==> config.mk <==
export PLATFORM = sky130hd
export DESIGN_NAME = multicycle_control
export DESIGN_NICKNAME = d
export VERILOG_FILES = /design/src/rtl/multicycle_control.sv
export SDC_FILE = /design/constraint.sdc
export NUM_CORES = 1
export LEC_CHECK = 0
export ABC_AREA = 1
export BUFFER_PORTS_ARGS = -buffer_cell sky130_fd_sc_hd__clkbuf_2
export CORE_ASPECT_RATIO = 0.75
export CORE_UTILIZATION = 30
export CTS_BUF_LIST = sky130_fd_sc_hd__clkbuf_8
export CTS_CLUSTER_DIAMETER = 80
export DETAILED_ROUTE_END_ITERATION = 12
export HOLD_SLACK_MARGIN = 0.03
export SLEW_MARGIN = 20
export SYNTH_ARGS = -nofsm -noshare
export SYNTH_HDL_FRONTEND = slang
export SYNTH_SLANG_ARGS = --single-unit
export TNS_END_PERCENT = 30
==> constraint.sdc <==
create_clock -name CLK -period 5.2 [get_ports CLK]
set_clock_uncertainty 0.2 [all_clocks]
set_input_delay 0.52 -clock CLK [delete_from_list [all_inputs] [get_ports CLK]]
set_output_delay 0.52 -clock CLK [all_outputs]
set_load 0.05 [all_outputs]
==> src/rtl/multicycle_control.sv <==
// Multicycle RV32I control FSM: sequences fetch/decode/execute/writeback and drives the
// datapath selects, ALU opcode and unified-memory handshake; counts retired instructions.
module multicycle_control #(
   parameter int CNT_W = 32
) (
   input  logic             CLK,
   input  logic             RSTN,
   input  logic [31:0]      INSTR,
   input  logic             ZERO,
   input  logic             MEM_READY,
   output logic             MEM_VALID,
   output logic             MEM_WE,
   output logic             ADDR_SRC,
   output logic             IR_WE,
   output logic             PC_WE,
   output logic             REG_WE,
   output logic [1:0]       ALU_SRC_A,
   output logic [1:0]       ALU_SRC_B,
   output logic [1:0]       RESULT_SRC,
   output logic [2:0]       IMM_SRC,
   output logic [3:0]       ALU_OP,
   output logic             ILLEGAL,
   output logic [CNT_W-1:0] INSTRET
);

   typedef enum logic [3:0] {
      S_FETCH, S_DECODE, S_MEMADR, S_MEMREAD, S_MEMWB, S_MEMWRITE, S_EXECR,
      S_EXECI, S_ALUWB, S_BRANCH, S_JAL, S_JALR, S_LUI, S_TRAP
   } state_t;

   localparam logic [6:0] OP_LOAD   = 7'b0000011;
   localparam logic [6:0] OP_STORE  = 7'b0100011;
   localparam logic [6:0] OP_RTYPE  = 7'b0110011;
   localparam logic [6:0] OP_ITYPE  = 7'b0010011;
   localparam logic [6:0] OP_BRANCH = 7'b1100011;
   localparam logic [6:0] OP_JAL    = 7'b1101111;
   localparam logic [6:0] OP_JALR   = 7'b1100111;
   localparam logic [6:0] OP_LUI    = 7'b0110111;

   localparam logic [3:0] ALU_ADD  = 4'b0000;
   localparam logic [3:0] ALU_SUB  = 4'b0001;
   localparam logic [3:0] ALU_SLT  = 4'b0010;
   localparam logic [3:0] ALU_SLTU = 4'b0011;
   localparam logic [3:0] ALU_AND  = 4'b0100;
   localparam logic [3:0] ALU_OR   = 4'b0101;
   localparam logic [3:0] ALU_XOR  = 4'b0110;
   localparam logic [3:0] ALU_SLL  = 4'b1000;
   localparam logic [3:0] ALU_SRL  = 4'b1001;
   localparam logic [3:0] ALU_SRA  = 4'b1010;

   localparam logic [2:0] IMM_I = 3'b000;
   localparam logic [2:0] IMM_S = 3'b001;
   localparam logic [2:0] IMM_B = 3'b010;
   localparam logic [2:0] IMM_J = 3'b011;
   localparam logic [2:0] IMM_U = 3'b100;

   state_t           r_state;
   state_t           w_next;
   logic [CNT_W-1:0] r_instret;
   logic [6:0]       w_opcode;
   logic [2:0]       w_funct3;
   logic             w_b30;
   logic             w_taken;
   logic             w_br_ok;
   logic             w_retire;
   logic             w_unused;

   assign w_opcode = INSTR[6:0];
   assign w_funct3 = INSTR[14:12];
   assign w_b30    = INSTR[30];
   assign w_unused = ^{INSTR[31], INSTR[29:15], INSTR[11:7]};
   assign INSTRET  = r_instret;
   assign ILLEGAL  = (r_state == S_TRAP);

   // INSTR[30] selects SUB only for R-type; SRA/SRL is chosen by it for both forms
   function automatic logic [3:0] f_alu_op(input logic [2:0] f3, input logic b30,
                                           input logic is_r);
      case (f3)
         3'b000:  f_alu_op = (is_r && b30) ? ALU_SUB : ALU_ADD;
         3'b001:  f_alu_op = ALU_SLL;
         3'b010:  f_alu_op = ALU_SLT;
         3'b011:  f_alu_op = ALU_SLTU;
         3'b100:  f_alu_op = ALU_XOR;
         3'b101:  f_alu_op = b30 ? ALU_SRA : ALU_SRL;
         3'b110:  f_alu_op = ALU_OR;
         default: f_alu_op = ALU_AND;
      endcase
   endfunction

   function automatic logic [2:0] f_imm_src(input logic [6:0] op);
      case (op)
         OP_STORE:  f_imm_src = IMM_S;
         OP_BRANCH: f_imm_src = IMM_B;
         OP_JAL:    f_imm_src = IMM_J;
         OP_LUI:    f_imm_src = IMM_U;
         default:   f_imm_src = IMM_I;
      endcase
   endfunction

   // Signed/unsigned compares produce 1 when less-than, so ZERO means "not less"
   always_comb begin
      w_taken = 1'b0;
      w_br_ok = 1'b1;
      case (w_funct3)
         3'b000:         w_taken = ZERO;
         3'b001:         w_taken = !ZERO;
         3'b100, 3'b110: w_taken = !ZERO;
         3'b101, 3'b111: w_taken = ZERO;
         default:        w_br_ok = 1'b0;
      endcase
   end

   always_comb begin
      w_next = r_state;
      case (r_state)
         S_FETCH:    if (MEM_READY) w_next = S_DECODE;
         S_DECODE: begin
            case (w_opcode)
               OP_LOAD, OP_STORE: w_next = S_MEMADR;
               OP_RTYPE:          w_next = S_EXECR;
               OP_ITYPE:          w_next = S_EXECI;
               OP_BRANCH:         w_next = S_BRANCH;
               OP_JAL:            w_next = S_JAL;
               OP_JALR:           w_next = S_JALR;
               OP_LUI:            w_next = S_LUI;
               default:           w_next = S_TRAP;
            endcase
         end
         S_MEMADR:   w_next = (w_opcode == OP_STORE) ? S_MEMWRITE : S_MEMREAD;
         S_MEMREAD:  if (MEM_READY) w_next = S_MEMWB;
         S_MEMWB:    w_next = S_FETCH;
         S_MEMWRITE: if (MEM_READY) w_next = S_FETCH;
         S_EXECR,
         S_EXECI:    w_next = S_ALUWB;
         S_ALUWB:    w_next = S_FETCH;
         S_BRANCH:   w_next = w_br_ok ? S_FETCH : S_TRAP;
         S_JALR:     w_next = S_JAL;
         S_JAL:      w_next = S_ALUWB;
         S_LUI:      w_next = S_FETCH;
         default:    w_next = S_TRAP;
      endcase
   end

   assign w_retire = (r_state == S_ALUWB) || (r_state == S_MEMWB) || (r_state == S_LUI) ||
                     ((r_state == S_MEMWRITE) && MEM_READY) ||
                     ((r_state == S_BRANCH) && w_br_ok);

   always_ff @(posedge CLK) begin
      if (!RSTN) begin
         r_state   <= S_FETCH;
         r_instret <= '0;
      end else begin
         r_state <= w_next;
         if (w_retire) r_instret <= r_instret + CNT_W'(1);
      end
   end

   always_comb begin
      MEM_VALID  = 1'b0;
      MEM_WE     = 1'b0;
      ADDR_SRC   = 1'b0;
      IR_WE      = 1'b0;
      PC_WE      = 1'b0;
      REG_WE     = 1'b0;
      ALU_SRC_A  = 2'b00;
      ALU_SRC_B  = 2'b00;
      RESULT_SRC = 2'b00;
      IMM_SRC    = IMM_I;
      ALU_OP     = ALU_ADD;
      case (r_state)
         S_FETCH: begin
            MEM_VALID  = 1'b1;
            ALU_SRC_B  = 2'b10;
            RESULT_SRC = 2'b10;
            IR_WE      = MEM_READY;
            PC_WE      = MEM_READY;
         end
         S_DECODE: begin
            ALU_SRC_A = 2'b01;
            ALU_SRC_B = 2'b01;
            IMM_SRC   = f_imm_src(w_opcode);
         end
         S_MEMADR: begin
            ALU_SRC_A = 2'b10;
            ALU_SRC_B = 2'b01;
            IMM_SRC   = f_imm_src(w_opcode);
         end
         S_MEMREAD: begin
            MEM_VALID = 1'b1;
            ADDR_SRC  = 1'b1;
         end
         S_MEMWB: begin
            RESULT_SRC = 2'b01;
            REG_WE     = 1'b1;
         end
         S_MEMWRITE: begin
            MEM_VALID = 1'b1;
            MEM_WE    = 1'b1;
            ADDR_SRC  = 1'b1;
         end
         S_EXECR: begin
            ALU_SRC_A = 2'b10;
            ALU_OP    = f_alu_op(w_funct3, w_b30, 1'b1);
         end
         S_EXECI: begin
            ALU_SRC_A = 2'b10;
            ALU_SRC_B = 2'b01;
            ALU_OP    = f_alu_op(w_funct3, w_b30, 1'b0);
         end
         S_ALUWB: REG_WE = 1'b1;
         S_BRANCH: begin
            ALU_SRC_A = 2'b10;
            PC_WE     = w_taken;
            case (w_funct3[2:1])
               2'b00:   ALU_OP = ALU_SUB;
               2'b10:   ALU_OP = ALU_SLT;
               2'b11:   ALU_OP = ALU_SLTU;
               default: ALU_OP = ALU_ADD;
            endcase
         end
         S_JALR: begin
            ALU_SRC_A = 2'b10;
            ALU_SRC_B = 2'b01;
         end
         // Target already sits in ALU_OUT; the ALU computes the link value OLD_PC+4
         S_JAL: begin
            ALU_SRC_A = 2'b01;
            ALU_SRC_B = 2'b10;
            PC_WE     = 1'b1;
         end
         S_LUI: begin
            IMM_SRC    = IMM_U;
            RESULT_SRC = 2'b11;
            REG_WE     = 1'b1;
         end
         default: ;
      endcase
      // Holding reset aborts any in-flight memory access immediately
      if (!RSTN) begin
         MEM_VALID = 1'b0;
         MEM_WE    = 1'b0;
         IR_WE     = 1'b0;
         PC_WE     = 1'b0;
         REG_WE    = 1'b0;
      end
   end

endmodule
; Word level (Yosys, flattened, before mapping)
; Index checks and enable logic that the tools add are counted.
[totals]
regBits = 36
latch_bits = 0
mem_bits_rw = 0
rom_bits = 0
inputBits = 36
out_inout_bits = 52
wordCells = 91
memories = 0
[classes]
add_sub_neg = 1
multipliers = 0
div_mod_pow = 0
magnitude_cmp = 0
eq_ne = 33
n_shift = 0
muxes = 31
bitwise = 0
n_reduce_logical = 24
[ops]
columns = operator, count
row1 = 4-bit case mux with 7 select lines, 3
row2 = 4-bit case mux with 9 select lines, 1
row3 = 32-bit by 1-bit adder with 32-bit output (second input constant), 1
row4 = 4-bit == test (second input constant), 6
row5 = 7-bit by 6-bit == test with 1-bit output (second input constant), 3
row6 = 7-bit == test (second input constant), 3
row7 = 4-bit by 3-bit == test with 1-bit output (second input constant), 4
row8 = 4-bit two-way mux, 4
row9 = 3-bit OR reduction, 5
row10 = 3-bit == test (second input constant), 4
row11 = 1-bit two-way mux, 12
row12 = 2-bit case mux with 3 select lines, 2
row13 = 3-bit case mux with 4 select lines, 1
row14 = 4-bit case mux with 3 select lines, 1
row15 = 2-bit OR reduction, 5
row16 = 4-bit by 2-bit == test with 1-bit output (second input constant), 2
row17 = 2-bit case mux with 2 select lines, 2
row18 = 7-bit by 2-bit == test with 1-bit output (second input constant), 1
row19 = 7-bit by 5-bit == test with 1-bit output (second input constant), 1
row20 = 3-bit by 2-bit == test with 1-bit output (second input constant), 2
row21 = 2-bit inequality test (second input constant), 3
row22 = 3-bit case mux with 2 select lines, 1
row23 = 6-bit OR reduction, 1
row24 = 5-bit OR reduction, 1
row25 = other kinds (15), 20

; Logic depth before layout (Yosys ltp)
; Gate-level depths: netlist of the first run.
[depth]
depth_word = 5
depth_mapped = 10
depth_no_buf = 10

; Worst setup path after synthesis of the first run
; OpenSTA, ideal clock, no wires.
[synth_timing]
path_type = flip-flop to output port
startpoint = register r_state[3]
endpoint = output port IMM_SRC[2]
arrival_time_ns = 2.046
path_slack_ns = 2.434
stages_incl_launch_ff = 6
path_buffers = 0
cell_sequence = dfxtp_1 nor2_2 inv_2 nor2_1 nor2_1 o21ai_0
[synth_between]
elab_chain_cells = 3
elab_cells_between_ends = 5
classes_between = eq/ne (3) / mux (1) / reduce/logical (1)
[synth_rtl]
columns = element, line
row1 = from (decl), 57  ; state_t r_state;
row2 = from (signal assigned), 153  ; r_state <= w_next;
row3 = 4-bit by 2-bit == test with 1-bit output or 4-bit by 1-bit == test with 1-bit output (tied branches), 170  ; case (r_state)
row4 = 2-bit OR reduction (no line), -
row5 = 3-bit case mux with 2 select lines *, 170
row6 = to (decl), 20  ; output logic [2:0] IMM_SRC,
; Every way passes the cells marked *; elsewhere a longest branch is shown, timed or not.

; Worst setup path in the final report of the first run
[layout_timing]
startpoint = register r_state[0]
endpoint = output port ALU_OP[1]
[layout_between]
elab_chain_cells = 2
elab_cells_between_ends = 4
classes_between = eq/ne (3) / mux (1)
[layout_rtl]
columns = element, line
row1 = 4-bit == test or 4-bit by 3-bit == test with 1-bit output (tied branches), 170
row2 = 4-bit case mux with 3 select lines *, 170
row3 = to (decl), 21  ; output logic [3:0] ALU_OP,
; Marks and branches as above.

==> impl_results.md, run 1 <==
- Final Net Count: 591
- First-pass DRT Iterations: 5
- Least-Margin Pin Slew: 0.574 ns
- Tot GR Track Use: 0.171
- Netlist cell types: 36
- Post-synth EDFFs: 0
- RD Place Congestion: 0.917
- Pwr per Cell Area: 331 nW/um^2
- Max clock buf depth: 2
- Num CTS Buffers: 5
- Initial Utilization: 0.309
- CTS root buffer: clkbuf_8
- DIE HEIGHT: 85.8 um
- Period minus WS final: 2.74 ns
- Vias per Instance: 4.81
- # IOs: 88
- Final HPWL from detailed placement: 6440 um
- Avg WL per Cell: 12.1 um
- Setup CP Type: flop to output port
- Setup crit end kind: output port
- Clock sink total: 36
- Synth top area share: 0.256
- Max-cap viol count: 0
- Register bit count reported by yosys: 36
- Post-Route Utilization: 0.364
- H-tree depth: 2
- Max Slew Vio Count: 0
- Syn Std Cell Area: 2810 um^2
- Syn Inst Count: 486
- Antenna Cells: 0
- Fmax: 365 MHz
- Port bufs: 66
- Dominant cell type by area after synthesis: dfxtp_1
- Final hold violations: 0
- Worst-Skew Late Latency: 0.29 ns
- Detailed Route Iter0 Violations: 245
- Initial antenna violation count: 0
- Syn Nets: 526
- Layout cells sized above 1: 0.191
- Vias in the first global route: 2745
- CTS hold repair buffers: 0
- Die area: 9760 um^2
- Most frequent cell after synthesis: nand2_1
- Final setup vio count: 0
- Core box area: 9080 um^2
- Setup crit start kind: flop
- Class of the worst hold path: flop to flop
- Detailed-route wire length: 8200 um
- Synth Flop Type: dfxtp_1
- Max FO, Critical Path: 6
- Final period utilization: 0.527
- Design Power: 1090 uW
- Fill count: 1037
- VDD IR-drop max: 0.171 mV
- Clock-pin slew on the worst setup and hold paths: 0.07 ns
- Post-CTS setup buffer count: 0
- Post-Syn Area per Cell: 5.78 um^2
- Outcome: completed
- Vias: 3267
- Largest net degree at the start of global routing: 40
- Routed Antenna Nets: 0
- Required time of the critical path: 4.48 ns
- Overflow after GRT: 0
- Most frequent cells after synthesis: nand2_1 (176), nor2_1 (82), inv_1 (53)
- # DRC: 0
- YS warnings: 0
- Final setup TNS: 0 ns
- Post-CTS sizing: 0
- LEAKAGE: 0.00143 uW
- RSZ-0062 raised after global routing: no
- Ranking of synthesized cells by area: dfxtp_1 (26%), nand2_1 (24%), nor2_1 (11%)
- Area Growth Syn to Fin: 17.6%
- Data arrival, critical path: 2.02 ns
- Cell Rows: 30
- Min Hold Slack: 0.309 ns
- Max_slew headroom: 0.617
- CTS tree: built
- Seq/Total Area, Yosys: 0.256
- Die X-Extent: 114 um
- First-pass GRT wire length: 13400 um
- Post-synthesis async set-or-reset flop share: 0
worst max-delay path: stages (launching register included):
cell and delay, ns:
dfxtp_1 0.44, nand2_1 0.15, nor2_1 0.28, inv_1 0.13, o32ai_1 0.38, clkbuf_2 0.35
where the power goes:
part	internal [uW]	total [uW]	switching, uW
registers	293	323	29.7
clock network	89.2	188	99.0
logic	119	582	463
area by class of cell:
class                      instances  area, um^2  share of cell area
timing repair buffer              66         330              0.0999
tap                              128         160              0.0484
clock buffer                       5        68.8              0.0208
multi-input combinational        383        1790               0.542
sequential                        36         721               0.218
clock inverter                     2        8.76             0.00265
inverter                          59         224              0.0678
cell families after synthesis:
logic type                 Yosys count  share of synthesized area
and+or+nand+nor                    317                      0.476
DFF                                 36                      0.256
buffers and inverters               67                      0.106
AOI/OAI and AO/OA                   54                      0.120
xor gates and xnor gates             8                     0.0249
adders and majority gates            4                     0.0178
state kept, by name (all words and copies together), names as in the netlist:
signal,flops
r_state,4
INSTRET,32
cell usage in the layout, fill, tap and decap left out, types with 7 or more instances in the layout:
master    count
o21ai_0      14
a21oi_2      12
inv_1        54
clkbuf_2     66
dfxtp_1      36
a21oi_1      19
nor2_2        7
nand3_1      29
nand2_1     176
nor2_1       82
metrics by stage:
stage                     instance area [um^2]  cells  setup slack [ns]
final                                     3310    679              2.46
after global routing                      3310    679              2.40
after CTS                                 3310    679              2.51
after detailed placement                  3230    672              2.76
after global placement                    3230    672              2.74
after floorplan                           2810    486              2.43
layer usage:
layer,GRT usage,routed length [um]
met1,0.269,4360
met2,0.241,3340
met3,0.0304,474
met4,0.0263,24
met5,0,0
path summary, 6_finish.rpt:
kind / startpoint / end / slack [ns] / cells past startpoint
setup / recovery: r_state[0] / ALU_OP[1] / 2.46 / 5
hold / removal: INSTRET[3] / INSTRET[3] / 0.31 / 2
setup reg to reg: r_state[3] / INSTRET[21] / 3.08 / 7
hold reg to reg: INSTRET[3] / INSTRET[3] / 0.31 / 2
Note: power is estimated with default switching activity, not from simulation.
==> run 2, diff against run 1 <==
Clock period 5.2 ns to 2.65 ns, I/O delays scaled along.
==> impl_results.md, run 2 (synthesized netlist as in run 1, its figures left out) <==
- Cell count of the worst reg-to-reg path: 8
- Worst-Skew Late Latency: 0.29 ns
- H-tree depth: 2
- P_int: 1110 uW
- WHS Endpoint: r_state[1]
- Die X-Extent: 114 um
- Max FO, Critical Path: 6
- Fin cells: 684
- Setup CP Type: flop to output port
- CTS tree: built
- Top Usage Layer GRT: met1
- Core box area: 9080 um^2
- Post-CTS setup buffer count: 0
- Outcome: completed
- Critical path's largest stage delay: 0.45 ns
- Inst Count DP: 676
- Antenna Cells: 0
- Final setup vio count: 0
- Combinational share of power: 0.512
- Final HPWL from detailed placement: 6610 um
- Commonest cells after routing, fill and taps aside: nand2_1 (176), nor2_1 (82), clkbuf_2 (66)
- Class of the worst hold path: input port to flop
- Switch Pwr: 1180 uW
- Routing usage on met2: 0.245
- Vias in the first global route: 2774
- Worst path top cell family by delay: buffers and inverters
- Overflow after GRT: 0
- Period minus WS final: 2.45 ns
- Clock sink total: 36
- Layout cells sized above 1: 0.198
- Fmax: 409 MHz
- Sw Share: 0.514
- Num CTS Buffers: 5
- Clock-pin slew on the worst setup and hold paths: 0.08 ns
- CTS root buffer: clkbuf_8
- Final Net Count: 595
- Clk pwr share: 0.212
- Worst hold start: MEM_READY
- RD Place Congestion: 0.877
- CP Buf/Inv Count: 2
- R2R setup slack: 0.63 ns
- Max clock buf depth: 2
- Routed Antenna Nets: 0
- Final period utilization: 0.924
- Detailed Route Iter0 Violations: 180
- Max-cap viol count: 0
- Tot GR Track Use: 0.175
- CTS hold repair buffers: 0
- Detailed-route wire length: 8260 um
- DIE HEIGHT: 85.8 um
- Cell Chain, Critical Path: nand2_1 -> nor2_1 -> inv_1 -> o32ai_1 -> clkbuf_2
- RSZ-0062 raised after global routing: no
- Leading cell type in the layout, fill and taps excluded: nand2_1
- Vias per Instance: 4.68
- Initial antenna violation count: 0
- Die area: 9760 um^2
- First-pass DRT Iterations: 5
- Terminus of the critical flop-to-flop path: INSTRET[16]
- Setup crit start kind: flop
- Post-CTS sizing: 0
- Hold depth: 4
- First-pass GRT wire length: 13500 um
- Avg WL per Cell: 12.1 um
- Final hold violations: 0
- Least-Margin Pin Slew: 0.390 ns
- Port bufs: 66
- Setup crit end kind: output port
- Data arrival, critical path: 1.98 ns
- Max_slew headroom: 0.739
- Critical R2R Launch: INSTRET[0]
- Vias: 3199
- LEAKAGE: 0.00146 uW
- Required time of the critical path: 2.18 ns
- Cell Rows: 30
- Area Growth Syn to Fin: 19.8%
- Largest net degree at the start of global routing: 22
- VDD IR-drop max: 0.379 mV
- Pwr per Cell Area: 681 nW/um^2
- Critical-path cell with the highest stage delay: dfxtp_1
- Flop pwr share: 0.277
- # DRC: 0
- Final setup TNS: 0 ns
- Max Slew Vio Count: 0
- Initial Utilization: 0.309
- Max reg flops: 32
- Met1 Use GR: 0.276
- Met3 GRT Util: 0.0261
- # IOs: 88
## run 2: changes by cell type in the layout (fill, tap and decap cells not counted), sizes merged
cell / before / now
buf: 0 / 4
bufinv: 0 / 1
## run 2: worst max path at each step
stage	from	to	slack, ns	cells past startpoint
2_1_floorplan	r_state[3]	IMM_SRC[2]	0.14	5
3_3_place_gp	r_state[0]	ALU_OP[1]	0.54	5
4_1_cts	r_state[0]	ALU_OP[1]	0.22	5
5_1_grt	r_state[0]	ALU_OP[1]	0.06	5
6_report	r_state[0]	ALU_OP[1]	0.20	5
3_5_place_dp	r_state[0]	ALU_OP[1]	0.56	5
## run 2: power groups by stage
stage	Clock, uW	Sequential, uW	Combinational (uW)
after floorplan	0	677	989
after global placement	0	643	1170
after detailed placement	0	647	1180
after CTS	502	634	1180
after global routing	527	642	1260
final	486	634	1170
## run 2: through the flow
stage,worst slack (ns),power (uW),hold slack (ns),area (um^2),util
CTS,0.216,2310,0.151,3370,0.371
floorplan,0.139,1670,0.203,2810,-
global placement,0.541,1810,0.295,3260,0.359
finish,0.202,2290,0.162,3370,0.371
global route,0.0604,2430,0.195,3370,0.371
detailed placement,0.556,1820,0.307,3260,0.359
## run 2: tightest hold or removal path, delay by kind of cell
kind,cells,cell delay [ns]
buffers and inverters,2,0.18
AND/OR/NAND/NOR,1,0.10
AO/OA/AOI/OAI,1,0.08
## run 2: area by class of cell
type	instances	area (um^2)
Sequential cell	36	721
Inverter	59	224
Clock buffer	5	68.8
Clock inverter	3	38.8
Fill cell	1047	5720
Multi-Input combinational cell	383	1790
Tap cell	128	160
Timing Repair Buffer	70	360
## run 2: metal layers
layer / vias to the layer above / part of all wire
li1: 1658 / -
met1: 1441 / 0.55
met2: 93 / 0.40
met3: 7 / 0.043
met4: 0 / 0.0075
met5: - / 0
